===== config.mk =====
export PLATFORM = sky130hd
export DESIGN_NAME = alu_seq_muldiv
export DESIGN_NICKNAME = d
export VERILOG_FILES = /design/src/rtl/alu_pkg.sv /design/src/rtl/alu_div_iter.sv /design/src/rtl/alu_seq_muldiv.sv
export SDC_FILE = /design/constraint.sdc
export NUM_CORES = 2
export LEC_CHECK = 0
export CORE_UTILIZATION = 30
export CTS_BUF_LIST = sky130_fd_sc_hd__clkbuf_8
export DETAILED_ROUTE_END_ITERATION = 8
export GPL_TIMING_DRIVEN = 0
export PLACE_DENSITY_LB_ADDON = 0.3
export SLEW_MARGIN = 5
export SYNTH_ARGS = -nofsm -noshare
export SYNTH_HDL_FRONTEND = slang
export SYNTH_SLANG_ARGS = --single-unit

===== constraint.sdc =====
create_clock -name clk -period 6.25 [get_ports clk]
set_input_delay 0.9375 -clock clk [delete_from_list [all_inputs] [get_ports clk]]
set_output_delay 0.9375 -clock clk [all_outputs]
set_load 0.03 [all_outputs]

===== src/rtl/alu_pkg.sv =====
// alu_pkg: shared definitions for the sequential RV32I/M execute-stage ALU.
//   - funct3 encodings for base integer ops and M-extension ops
//   - FSM state encoding used by alu_seq_muldiv
package alu_pkg;

  // Base integer ops (muldiv = 0)
  localparam logic [2:0] F3_ADD  = 3'b000;  // ADD / SUB (mod)
  localparam logic [2:0] F3_SLL  = 3'b001;
  localparam logic [2:0] F3_SLT  = 3'b010;
  localparam logic [2:0] F3_SLTU = 3'b011;
  localparam logic [2:0] F3_XOR  = 3'b100;
  localparam logic [2:0] F3_SR   = 3'b101;  // SRL / SRA (mod)
  localparam logic [2:0] F3_OR   = 3'b110;
  localparam logic [2:0] F3_AND  = 3'b111;

  // M-extension ops (muldiv = 1)
  localparam logic [2:0] F3_MUL    = 3'b000;
  localparam logic [2:0] F3_MULH   = 3'b001;
  localparam logic [2:0] F3_MULHSU = 3'b010;
  localparam logic [2:0] F3_MULHU  = 3'b011;
  localparam logic [2:0] F3_DIV    = 3'b100;
  localparam logic [2:0] F3_DIVU   = 3'b101;
  localparam logic [2:0] F3_REM    = 3'b110;
  localparam logic [2:0] F3_REMU   = 3'b111;

  typedef enum logic [1:0] {
    ST_IDLE = 2'd0,
    ST_MUL  = 2'd1,
    ST_DIV  = 2'd2,
    ST_DONE = 2'd3
  } state_t;

endpackage


===== src/rtl/alu_div_iter.sv =====
// alu_div_iter: unsigned restoring divider, one quotient bit per cycle.
// Ports:
//   clk, rst_n          clock, asynchronous active-low reset
//   start               load dividend/divisor and begin (one-cycle pulse)
//   abort               cancel an in-flight divide
//   dividend, divisor   unsigned magnitudes (divisor must be non-zero)
//   done                high in the cycle the final step is being taken
//   quotient, remainder valid while done is high (result of the final step)
// The outputs carry the combinational next-step values so the caller can
// capture the answer on the same edge that retires the last bit.
module alu_div_iter #(
  parameter int XLEN = 32
) (
  input  logic            clk,
  input  logic            rst_n,
  input  logic            start,
  input  logic            abort,
  input  logic [XLEN-1:0] dividend,
  input  logic [XLEN-1:0] divisor,
  output logic            done,
  output logic [XLEN-1:0] quotient,
  output logic [XLEN-1:0] remainder
);

  localparam int               CNTW = $clog2(XLEN) + 1;
  localparam logic [CNTW-1:0]  LAST = CNTW'(XLEN - 1);

  logic            run;
  logic [CNTW-1:0] cnt;
  logic [XLEN-1:0] quo;
  logic [XLEN-1:0] rem;
  logic [XLEN-1:0] dvsr;

  logic [XLEN:0]   r_sh;
  logic [XLEN:0]   diff;
  logic            fits;
  logic [XLEN-1:0] rem_next;
  logic [XLEN-1:0] quo_next;

  // The dividend is shifted out of quo's MSB into the partial remainder while
  // quotient bits shift in at the LSB; rem < dvsr keeps r_sh within XLEN+1 bits.
  always_comb begin
    r_sh     = {rem, quo[XLEN-1]};
    diff     = r_sh - {1'b0, dvsr};
    fits     = ~diff[XLEN];
    rem_next = fits ? diff[XLEN-1:0] : r_sh[XLEN-1:0];
    quo_next = {quo[XLEN-2:0], fits};
  end

  assign done      = run & (cnt == LAST);
  assign quotient  = quo_next;
  assign remainder = rem_next;

  always_ff @(posedge clk or negedge rst_n) begin
    if (!rst_n) begin
      run <= 1'b0;
      cnt <= '0;
    end else if (abort) begin
      run <= 1'b0;
      cnt <= '0;
    end else if (start) begin
      run <= 1'b1;
      cnt <= '0;
    end else if (done) begin
      run <= 1'b0;
      cnt <= '0;
    end else if (run) begin
      cnt <= cnt + 1'b1;
    end
  end

  always_ff @(posedge clk) begin
    if (start) begin
      quo  <= dividend;
      rem  <= '0;
      dvsr <= divisor;
    end else if (run) begin
      quo <= quo_next;
      rem <= rem_next;
    end
  end

endmodule


===== src/rtl/alu_seq_muldiv.sv =====
// alu_seq_muldiv: execute-stage ALU for RV32I/M (XLEN-generic).
// Base ops finish one cycle after accept; MUL*/DIV*/REM* iterate. Divide by
// zero and signed overflow take a one-cycle fast path.
// Ports:
//   clk, rst_n            clock, asynchronous active-low reset
//   flush                 synchronous abort of any in-flight op
//   in_valid / in_ready   request handshake (accept when both high)
//   funct3, mod, muldiv   op select (mod = funct7[5], muldiv = funct7[0])
//   val1, val2            rs1 and rs2/immediate operands
//   out_valid / out_ready result handshake; result held until taken
//   result                XLEN-bit result
//   busy                  FSM is not idle
module alu_seq_muldiv
  import alu_pkg::*;
#(
  parameter int XLEN       = 32,
  parameter bit MUL_RADIX4 = 1'b0
) (
  input  logic            clk,
  input  logic            rst_n,
  input  logic            flush,
  input  logic            in_valid,
  output logic            in_ready,
  input  logic [2:0]      funct3,
  input  logic            mod,
  input  logic            muldiv,
  input  logic [XLEN-1:0] val1,
  input  logic [XLEN-1:0] val2,
  output logic            out_valid,
  input  logic            out_ready,
  output logic [XLEN-1:0] result,
  output logic            busy
);

  localparam int              SHW       = $clog2(XLEN);
  localparam int              CNTW      = $clog2(XLEN) + 1;
  localparam int              MUL_ITERS = MUL_RADIX4 ? XLEN / 2 : XLEN;
  localparam int              MUL_SHIFT = MUL_RADIX4 ? 2 : 1;
  localparam logic [CNTW-1:0] MUL_LAST  = CNTW'(MUL_ITERS - 1);
  localparam logic [XLEN-1:0] MIN_NEG   = {1'b1, {(XLEN-1){1'b0}}};

  function automatic logic [XLEN-1:0] neg_if(input logic n, input logic [XLEN-1:0] v);
    return n ? (~v + 1'b1) : v;
  endfunction

  function automatic logic [2*XLEN-1:0] neg2_if(input logic n, input logic [2*XLEN-1:0] v);
    return n ? (~v + 1'b1) : v;
  endfunction

  function automatic logic [XLEN-1:0] base_op(input logic [2:0] f3, input logic m,
                                              input logic [XLEN-1:0] a,
                                              input logic [XLEN-1:0] b);
    logic signed [XLEN-1:0] sa;
    logic signed [XLEN-1:0] sb;
    logic signed [XLEN-1:0] sra;
    logic [SHW-1:0]         sh;
    sa  = a;
    sb  = b;
    sh  = b[SHW-1:0];
    // Kept out of any mixed-sign expression so >>> stays arithmetic.
    sra = sa >>> sh;
    case (f3)
      F3_ADD:  base_op = m ? (a - b) : (a + b);
      F3_SLL:  base_op = a << sh;
      F3_SLT:  base_op = {{(XLEN-1){1'b0}}, (sa < sb)};
      F3_SLTU: base_op = {{(XLEN-1){1'b0}}, (a < b)};
      F3_XOR:  base_op = a ^ b;
      F3_SR: begin
        if (m) base_op = sra;
        else   base_op = a >> sh;
      end
      F3_OR:   base_op = a | b;
      default: base_op = a & b;
    endcase
  endfunction

  state_t state;
  state_t state_next;

  logic [CNTW-1:0]   cnt;
  logic [2*XLEN-1:0] mcand;
  logic [XLEN-1:0]   mplier;
  logic [2*XLEN-1:0] acc;
  logic              mul_hi_q;
  logic              mul_neg_q;
  logic              div_rem_q;
  logic              quo_neg_q;
  logic              rem_neg_q;

  logic              accept;
  logic              is_mul_op;
  logic              is_div_op;
  logic              mul_s1;
  logic              mul_s2;
  logic              m1_neg;
  logic              m2_neg;
  logic              div_signed;
  logic              div_rem;
  logic              d1_neg;
  logic              d2_neg;
  logic              div_zero;
  logic              div_ovf;
  logic [XLEN-1:0]   fast_res;
  logic              mul_start;
  logic              div_start;
  logic              imm_done;
  logic [XLEN-1:0]   imm_res;

  logic [2*XLEN-1:0] pp;
  logic [2*XLEN-1:0] acc_next;
  logic [2*XLEN-1:0] prod;
  logic              mul_last;

  logic              div_done;
  logic [XLEN-1:0]   div_q;
  logic [XLEN-1:0]   div_r;
  logic              div_last;
  logic [XLEN-1:0]   div_res;

  assign in_ready  = (state == ST_IDLE) & ~flush;
  assign out_valid = (state == ST_DONE);
  assign busy      = (state != ST_IDLE);
  assign accept    = in_valid & in_ready;

  // Request decode, evaluated on the live inputs at accept.
  always_comb begin
    is_mul_op  = muldiv & ~funct3[2];
    is_div_op  = muldiv &  funct3[2];
    // rs1 is signed for MUL/MULH/MULHSU, rs2 only for MUL/MULH.
    mul_s1     = (funct3[1:0] != 2'b11);
    mul_s2     = ~funct3[1];
    m1_neg     = mul_s1 & val1[XLEN-1];
    m2_neg     = mul_s2 & val2[XLEN-1];
    div_signed = ~funct3[0];
    div_rem    = funct3[1];
    d1_neg     = div_signed & val1[XLEN-1];
    d2_neg     = div_signed & val2[XLEN-1];
    div_zero   = (val2 == '0);
    div_ovf    = div_signed & (val1 == MIN_NEG) & (val2 == '1);
    if (div_zero) fast_res = div_rem ? val1 : '1;
    else          fast_res = div_rem ? '0 : val1;
    mul_start  = accept & is_mul_op;
    div_start  = accept & is_div_op & ~div_zero & ~div_ovf;
    imm_done   = accept & ~is_mul_op & ~div_start;
    imm_res    = muldiv ? fast_res : base_op(funct3, mod, val1, val2);
  end

  // Multiplier step: the final step's sum is fixed up and captured directly.
  always_comb begin
    pp = '0;
    if (MUL_RADIX4) begin
      case (mplier[1:0])
        2'b01:   pp = mcand;
        2'b10:   pp = mcand << 1;
        2'b11:   pp = mcand + (mcand << 1);
        default: pp = '0;
      endcase
    end else if (mplier[0]) begin
      pp = mcand;
    end
    acc_next = acc + pp;
    prod     = neg2_if(mul_neg_q, acc_next);
    mul_last = (state == ST_MUL) & (cnt == MUL_LAST);
  end

  alu_div_iter #(
    .XLEN(XLEN)
  ) u_div (
    .clk      (clk),
    .rst_n    (rst_n),
    .start    (div_start),
    .abort    (flush),
    .dividend (neg_if(d1_neg, val1)),
    .divisor  (neg_if(d2_neg, val2)),
    .done     (div_done),
    .quotient (div_q),
    .remainder(div_r)
  );

  always_comb begin
    div_last = (state == ST_DIV) & div_done;
    div_res  = div_rem_q ? neg_if(rem_neg_q, div_r) : neg_if(quo_neg_q, div_q);
  end

  always_comb begin
    state_next = state;
    case (state)
      ST_IDLE: begin
        if (mul_start)      state_next = ST_MUL;
        else if (div_start) state_next = ST_DIV;
        else if (imm_done)  state_next = ST_DONE;
      end
      ST_MUL:  if (mul_last)  state_next = ST_DONE;
      ST_DIV:  if (div_done)  state_next = ST_DONE;
      ST_DONE: if (out_ready) state_next = ST_IDLE;
      default: state_next = ST_IDLE;
    endcase
    if (flush) state_next = ST_IDLE;
  end

  always_ff @(posedge clk or negedge rst_n) begin
    if (!rst_n) state <= ST_IDLE;
    else        state <= state_next;
  end

  always_ff @(posedge clk or negedge rst_n) begin
    if (!rst_n) begin
      cnt    <= '0;
      result <= '0;
    end else begin
      if (flush || mul_start || mul_last) cnt <= '0;
      else if (state == ST_MUL)           cnt <= cnt + 1'b1;
      if (!flush) begin
        if (imm_done)      result <= imm_res;
        else if (mul_last) result <= mul_hi_q ? prod[2*XLEN-1:XLEN] : prod[XLEN-1:0];
        else if (div_last) result <= div_res;
      end
    end
  end

  always_ff @(posedge clk) begin
    if (mul_start) begin
      mcand     <= {{XLEN{1'b0}}, neg_if(m1_neg, val1)};
      mplier    <= neg_if(m2_neg, val2);
      acc       <= '0;
      mul_hi_q  <= (funct3 != F3_MUL);
      mul_neg_q <= m1_neg ^ m2_neg;
    end else if (state == ST_MUL) begin
      acc    <= acc_next;
      mcand  <= mcand << MUL_SHIFT;
      mplier <= mplier >> MUL_SHIFT;
    end
    if (div_start) begin
      div_rem_q <= div_rem;
      quo_neg_q <= d1_neg ^ d2_neg;
      rem_neg_q <= d1_neg;
    end
  end

endmodule


# Word level (Yosys, flattened, before mapping)
# Index checks and enable logic that the tools add are counted.
[op_classes]
muxes = 44
n_bitwise = 38
n_shift = 3
n_reduce_logical = 15
magnitude_cmp = 2
addsub = 11
n_eq_ne = 18
[ops]
columns = ["op", "count"]
rows = [
  ["$mux W32", 24],
  ["$pmux W32 S7", 1],
  ["$add A32 B1 Y32 const B", 4],
  ["$mux W64", 2],
  ["$not A32 Y32", 4],
  ["$add A64 B1 Y64 const B", 1],
  ["$add A64 B64 Y64", 1],
  ["$eq A32 B32 Y1 const B", 2],
  ["$lt A32 B32 Y1", 2],
  ["$not A64 Y64", 1],
  ["$mux W6", 6],
  ["$sub A33 B32 Y33", 1],
  ["$add A32 B32 Y32", 1],
  ["$and A32 B32 Y32", 1],
  ["$logic_not A32 Y1", 1],
  ["$or A32 B32 Y32", 1],
  ["$shl A32 B5 Y32", 1],
  ["$shr A32 B5 Y32", 1],
  ["$sshr A32 B5 Y32", 1],
  ["$sub A32 B32 Y32", 1],
  ["$xor A32 B32 Y32", 1],
  ["$and A1 B1 Y1", 19],
  ["$mux W2", 7],
  ["$add A6 B1 Y6 const B", 2],
  ["22 further kinds", 45],
]
[totals]
output_inout_bits = 35
ff_bits = 308
inputBits = 74
wordCells = 148

# Depth between registers and ports, before layout
[depth]
ltp_word = 13
ltp_mapped = 27
depth_no_buf = 24

# Hierarchy
# A second synthesis with hierarchy kept.
[hier_totals]
hier_cells = 4529
hier_area_um2 = 34683.3
[by_module_without_submodules]
columns = ["module", "cells_per_inst", "seq_area_each_um2", "area_per_inst_um2", "n_inst"]
rows = [
  ["alu_seq_muldiv", 3908, 4994.8, 28320.9, 1],
  ["alu_div_iter", 621, 2737.6, 6362.4, 1],
]

# Least setup slack after synthesis
# Ideal clock, no wire load.
[synth_path]
path_kind = "register -> register"
start = "register u_div.dvsr[27]"
end = "register result[28]"
path_stages_with_launch = 25
path_slack_ns = 0.840
period_less_slack_ns = 5.410
setup_ns = 0.132
required_time_ns = 6.118
path_buffers = 4
arrival_time_ns = 5.278
path_cell_list = "edfxtp_1 > inv_1 > ha_1 > clkbuf_1 > nand4_1 > or4_1 > a211oi_2 > mux2i_1 > nor2_1 > inv_2 > buf_2 > buf_1 > buf_2 > ha_1 > nand2b_1 > nand2b_1 > or2_2 > or4_1 > o31ai_1 > xor2_1 > nor3_1 > a221oi_1 > o31ai_1 > a21oi_1 > o211ai_1"
[synth_via]
elab_chain_len = 9
elab_cells_between_ends = 13
cone_classes = "3 x add/sub; 7 x mux; 3 x bitwise"
[synth_lines]
columns = ["item", "line", "text"]
rows = [
  ["from (decl)", "alu_div_iter.sv:32", "logic [XLEN-1:0] dvsr;"],
  ["from (signal assigned)", "alu_div_iter.sv:76", "dvsr <= divisor;"],
  ["$sub A33 B32 Y33 (*)", "alu_div_iter.sv:44", "diff = r_sh - {1'b0, dvsr};"],
  ["$mux W32 or $not A1 Y1 (tied branches)", "alu_div_iter.sv:46, alu_div_iter.sv:45", ""],
  ["$not A32 Y32", "alu_seq_muldiv.sv:43", "return n ? (~v + 1'b1) : v;"],
  ["$add A32 B1 Y32", "alu_seq_muldiv.sv:43", ""],
  ["$mux W32", "alu_seq_muldiv.sv:43", ""],
  ["$mux W32 (*)", "alu_seq_muldiv.sv:182", "div_res = div_rem_q ? neg_if(rem_neg_q, div_r) : neg_if(quo_neg_q, div_q);"],
  ["$mux W32 (*)", "alu_seq_muldiv.sv:216", "else if (div_last) result <= div_res;"],
  ["$mux W32 (*)", "alu_seq_muldiv.sv:215", "else if (mul_last) result <= mul_hi_q ? prod[2*XLEN-1:XLEN] : prod[XLEN-1:0];"],
  ["$mux W32 (*)", "alu_seq_muldiv.sv:214", "if (imm_done) result <= imm_res;"],
  ["to (signal assigned)", "alu_seq_muldiv.sv:214", ""],
  ["to (signal assigned)", "alu_seq_muldiv.sv:215", ""],
  ["to (signal assigned)", "alu_seq_muldiv.sv:216", ""],
  ["to (decl)", "alu_seq_muldiv.sv:31", "output logic [XLEN-1:0] result,"],
]
# Mark *: on every way between the ends. The rest lies on a longest branch, timed or not. The select of a mux whose other input is x is not followed.
# A chain may end at the register's enable or synchronous reset.

# Final worst setup path
[layout_path]
start = "input val2[0]"
end = "register result[25]"
[layout_via]
elab_chain_len = 8
elab_cells_between_ends = 22
cone_classes = "2 x add/sub; 1 x eq/ne; 3 x shift; 6 x mux; 7 x bitwise; 3 x reduce/logical"
[layout_lines]
columns = ["item", "line", "text"]
rows = [
  ["from (decl)", "alu_seq_muldiv.sv:28", "input logic [XLEN-1:0] val2,"],
  ["branches (longest 8 deep; another with $add A32 B32 Y32)", "-", ""],
]
# Parallel ways; which one is timed is not known.

==> metrics.md <==
| Metric | Value |
|---|---|
| CP max-delay cell | `a2111oi_0` |
| Cell count after synthesis | `4,612` |
| Buf/Inv on CP | `5` |
| CTS Root Cell | `clkbuf_8` |
| Post-route clock period utilization | `1.02` |
| #FFs+latches synth | `308` |
| R2R depth | `18` |
| CP Launch Type | `primary input` |
| Peak supply drop | `248 uV` |
| Num CTS Buffers | `57` |
| Standard-cell rows | `124` |
| Final Hold Vio Count | `0` |
| Initial core utilization | `0.302` |
| Antenna-violating nets left | `0` |
| DRC Markers | `0` |
| Core ar. | `114,000 sq um` |
| WP data arrival | `7.04 ns` |
| Cell area power density | `454 nW/um^2` |
| Initial antenna violation count | `18` |
| H-tree depth | `2` |
| Port Buffer Count | `107` |
| Layout Nets | `5,074` |
| Highest cell delay on the worst timing path | `1.16 ns` |
| Worst skew pair latency | `0.75 ns` |
| Max-cap violation count | `0` |
| Syn Nets | `4,895` |
| Final worst slack | `-0.151 ns` |
| First-pass GRT wire length | `266 mm` |
| Crit path time final | `6.40 ns` |
| Crit. Startpoint | `val2[0]` |
| Largest net degree at the start of global routing | `58` |
| Setup TNS | `-0.392 ns` |
| Slew @ Worst Pin | `1.41 ns` |
| 1st-iter DRT viols | `5,021` |
| Unique masters post-synth | `105` |
| Routed WL | `189 mm` |
| Asr flop ratio synth | `0.153` |
| Die W | `341 microns` |
| Synth Cell Area | `34,500 sq um` |
| CP delay by family, top | `compound AO/OA/AOI/OAI gates` |
| WS Path Type | `primary input to flop` |
| Dpl hpwl | `152 mm` |
| Vias in the first global route | `36,400` |
| Area growth, synth to finish | `13.9%` |
| Pleak | `15.0 nW` |
| Final setup vio count | `6` |
| Avg WL per Cell | `29.7 microns` |
| Outcome | `complete, but fails checks` |
| Total GRT Usage | `0.313` |
| Seq/Total Area, Yosys | `0.224` |
| Reg-to-reg slack, setup | `0.19 ns` |
| Clk pin slew, worst setup/hold paths | `0.07 ns` |
| Cell Chain, Critical Path | `dlygate4sd2_1, clkbuf_1, buf_1, clkbuf_2, clkbuf_1, o21ai_0, mux2i_1, mux4_2, nor2_1, a2111oi_0, o21ai_0, a21oi_1, a211oi_1, o2bb2ai_1, a21oi_1` |
| Routed vias/inst | `6.17` |
| Final Wtd Congestion | `1.06` |
| Clk_skew | `0.0714 ns` |
| Crit end category | `flop` |
| Die ar. | `116,000 sq um` |
| I/O Pins | `109` |
| Final Max Slew Viols | `0` |
| Failing checks | `setup timing` |
| DRT Pass-1 Iters | `7` |
| Clock sinks | `308` |
| Cts hold-fix bufs | `0` |
| Main flop type after synthesis | `edfxtp_1` |
| Via count | `39,200` |
| TritonCTS clock tree | `built` |
| Fmax | `156 MHz` |
| Post-synth top area share | `0.116` |
| Syn Area/Cell | `7.48 sq um` |
| Total grt overflow | `0` |
| Die height | `341 microns` |
| Total power | `17.9 mW` |
| Hold Crit Class | `primary input to asynchronous set/reset pin` |
| Clock buffer depth | `3` |
| Post-synth EDFFs | `133` |
| Critical Path RT | `6.89 ns` |
| Crit path capture | `result[25]$_DFFE_PN0P_` |
| Levels on crit path | `15` |
| Yosys warns | `0` |
| Layout cells sized above 1 | `0.0635` |
| Top post-synthesis cells by area | `edfxtp_1, ha_1, dfxtp_1` |
| Reg-to-Reg Start | `mplier[0]$_DFFE_PP_` |
| Max-Slew Margin vs Limit | `0.0588` |
| CP Max Fanout | `10` |
| FF-to-FF End | `result[19]$_DFFE_PN0P_` |
| Post-synth top area cell | `edfxtp_1` |
==> power breakdown <==
| part | switching (mW) | internal [mW] | leakage, nW |
|---|---|---|---|
| clock | 0.991 | 1.15 | 0.687 |
| sequential | 0.643 | 2.92 | 2.89 |
| combinational | 8.23 | 3.92 | 11.5 |
| total | 9.86 | 7.99 | 15.0 |
==> per-layer routing <==
| metal | GRT usage | share of wire | up-vias |
|---|---|---|---|
| li1 | - | - | 17200 |
| met1 | 0.425 | 0.42 | 19100 |
| met2 | 0.462 | 0.41 | 2394 |
| met3 | 0.0657 | 0.10 | 501 |
| met4 | 0.166 | 0.063 | 18 |
| met5 | 0 | 0.00066 | - |
==> through the flow <==
step	cell area, sq um	cells	hold WS (ns)	setup WS, ns	utilization
3_5_place_dp	37600	6237	0.488	-3.76	0.329
4_1_cts	39000	6347	0.0304	0.0277	0.342
3_3_place_gp	37500	6231	0.479	-3.85	0.328
2_1_floorplan	34500	4612	0.450	0.840	-
6_report	39300	6351	0.0846	-0.151	0.344
5_1_grt	39300	6351	0.0653	-0.0333	0.344
==> registers in the layout, indices dropped and copies added (netlist names) <==
name / cells
u_div.rem: 32
u_div.run: 1
mul_hi_q: 1
acc: 64
quo_neg_q: 1
mplier: 32
u_div.dvsr: 32
state: 2
u_div.quo: 32
mcand: 64
u_div.cnt: 6
mul_neg_q: 1
cnt: 6
result: 32
rem_neg_q: 1
div_rem_q: 1
==> how the worst min path moves through the flow <==
| stage | startpoint | to | slack (ns) | cells past startpoint |
|---|---|---|---|---|
| floorplan | acc[26]$_SDFFE_PP0P_ | acc[26]$_SDFFE_PP0P_ | 0.45 | 2 |
| global placement | acc[56]$_SDFFE_PP0P_ | acc[56]$_SDFFE_PP0P_ | 0.48 | 2 |
| detailed placement | result[5]$_DFFE_PN0P_ | result[5]$_DFFE_PN0P_ | 0.49 | 2 |
| CTS | rst_n | cnt[0]$_DFFE_PN0P_ | 0.03 | 1 |
| global route | rst_n | cnt[0]$_DFFE_PN0P_ | 0.07 | 1 |
| finish | rst_n | cnt[0]$_DFFE_PN0P_ | 0.08 | 1 |
==> synth_stat cells (all sizes together) (31+ instances only) <==
cell	number
a211oi	90
a21o	50
a21oi	378
a31oi	40
and2	89
and3	37
buf	55
clkbuf	263
dfrtp	47
dfxtp	128
edfxtp	133
ha	205
inv	189
mux2i	187
mux4	38
nand2	417
nand3	68
nand4	70
nor2	609
nor3	122
nor4	39
o211ai	74
o21ai	386
o31ai	49
or3	49
or4	31
xnor2	231
xor2	75
==> timing repair <==
action                     4_1_cts  5_1_grt
setup buffers                   11        6
resized for setup               57       63
pin swaps                        4        7
setup endpoints to repair      171      101
==> cells by family after synthesis <==
family,share of synthesized area
AND/OR/NAND/NOR,0.224
AO/OA/AOI/OAI,0.256
buffers and inverters,0.0564
flip-flops,0.224
XOR/XNOR,0.0777
multiplexers,0.0833
adder cells (fa/ha/maj),0.0778
==> layout by cell type, fill, tap and decap left out, types with 23 or more instances in the layout <==
cell type / instances
nor2_1: 608
nand2_1: 416
a21oi_1: 375
o21ai_0: 369
clkbuf_1: 239
xnor2_1: 229
ha_1: 201
inv_1: 200
mux2i_1: 186
edfxtp_1: 133
dfxtp_1: 128
nor3_1: 115
clkdlybuf4s50_1: 105
and2_1: 86
a211oi_1: 83
o211ai_1: 73
xor2_1: 73
nand4_1: 70
nand3_1: 68
clkbuf_8: 68
a21o_1: 50
or3_1: 49
dfrtp_1: 47
o31ai_1: 45
a31oi_1: 40
mux4_2: 38
and3_1: 37
nor4_1: 34
or4_1: 31
nand2b_1: 30
buf_1: 28
o21a_1: 25
o22ai_1: 25
o221ai_1: 24
buf_2: 23
a211o_1: 23
==> layout make-up <==
type	instances	area (sq um)
Clock inverter	37	273
Antenna cell	2	5.00
Clock buffer	68	936
Tap cell	1512	1890
Multi-Input combinational cell	3794	25200
Timing Repair Buffer	130	1280
Sequential cell	308	7730
Fill cell	12400	74900
Buffer	308	1240
Inverter	192	734
Power figures use the tool's default switching activity.
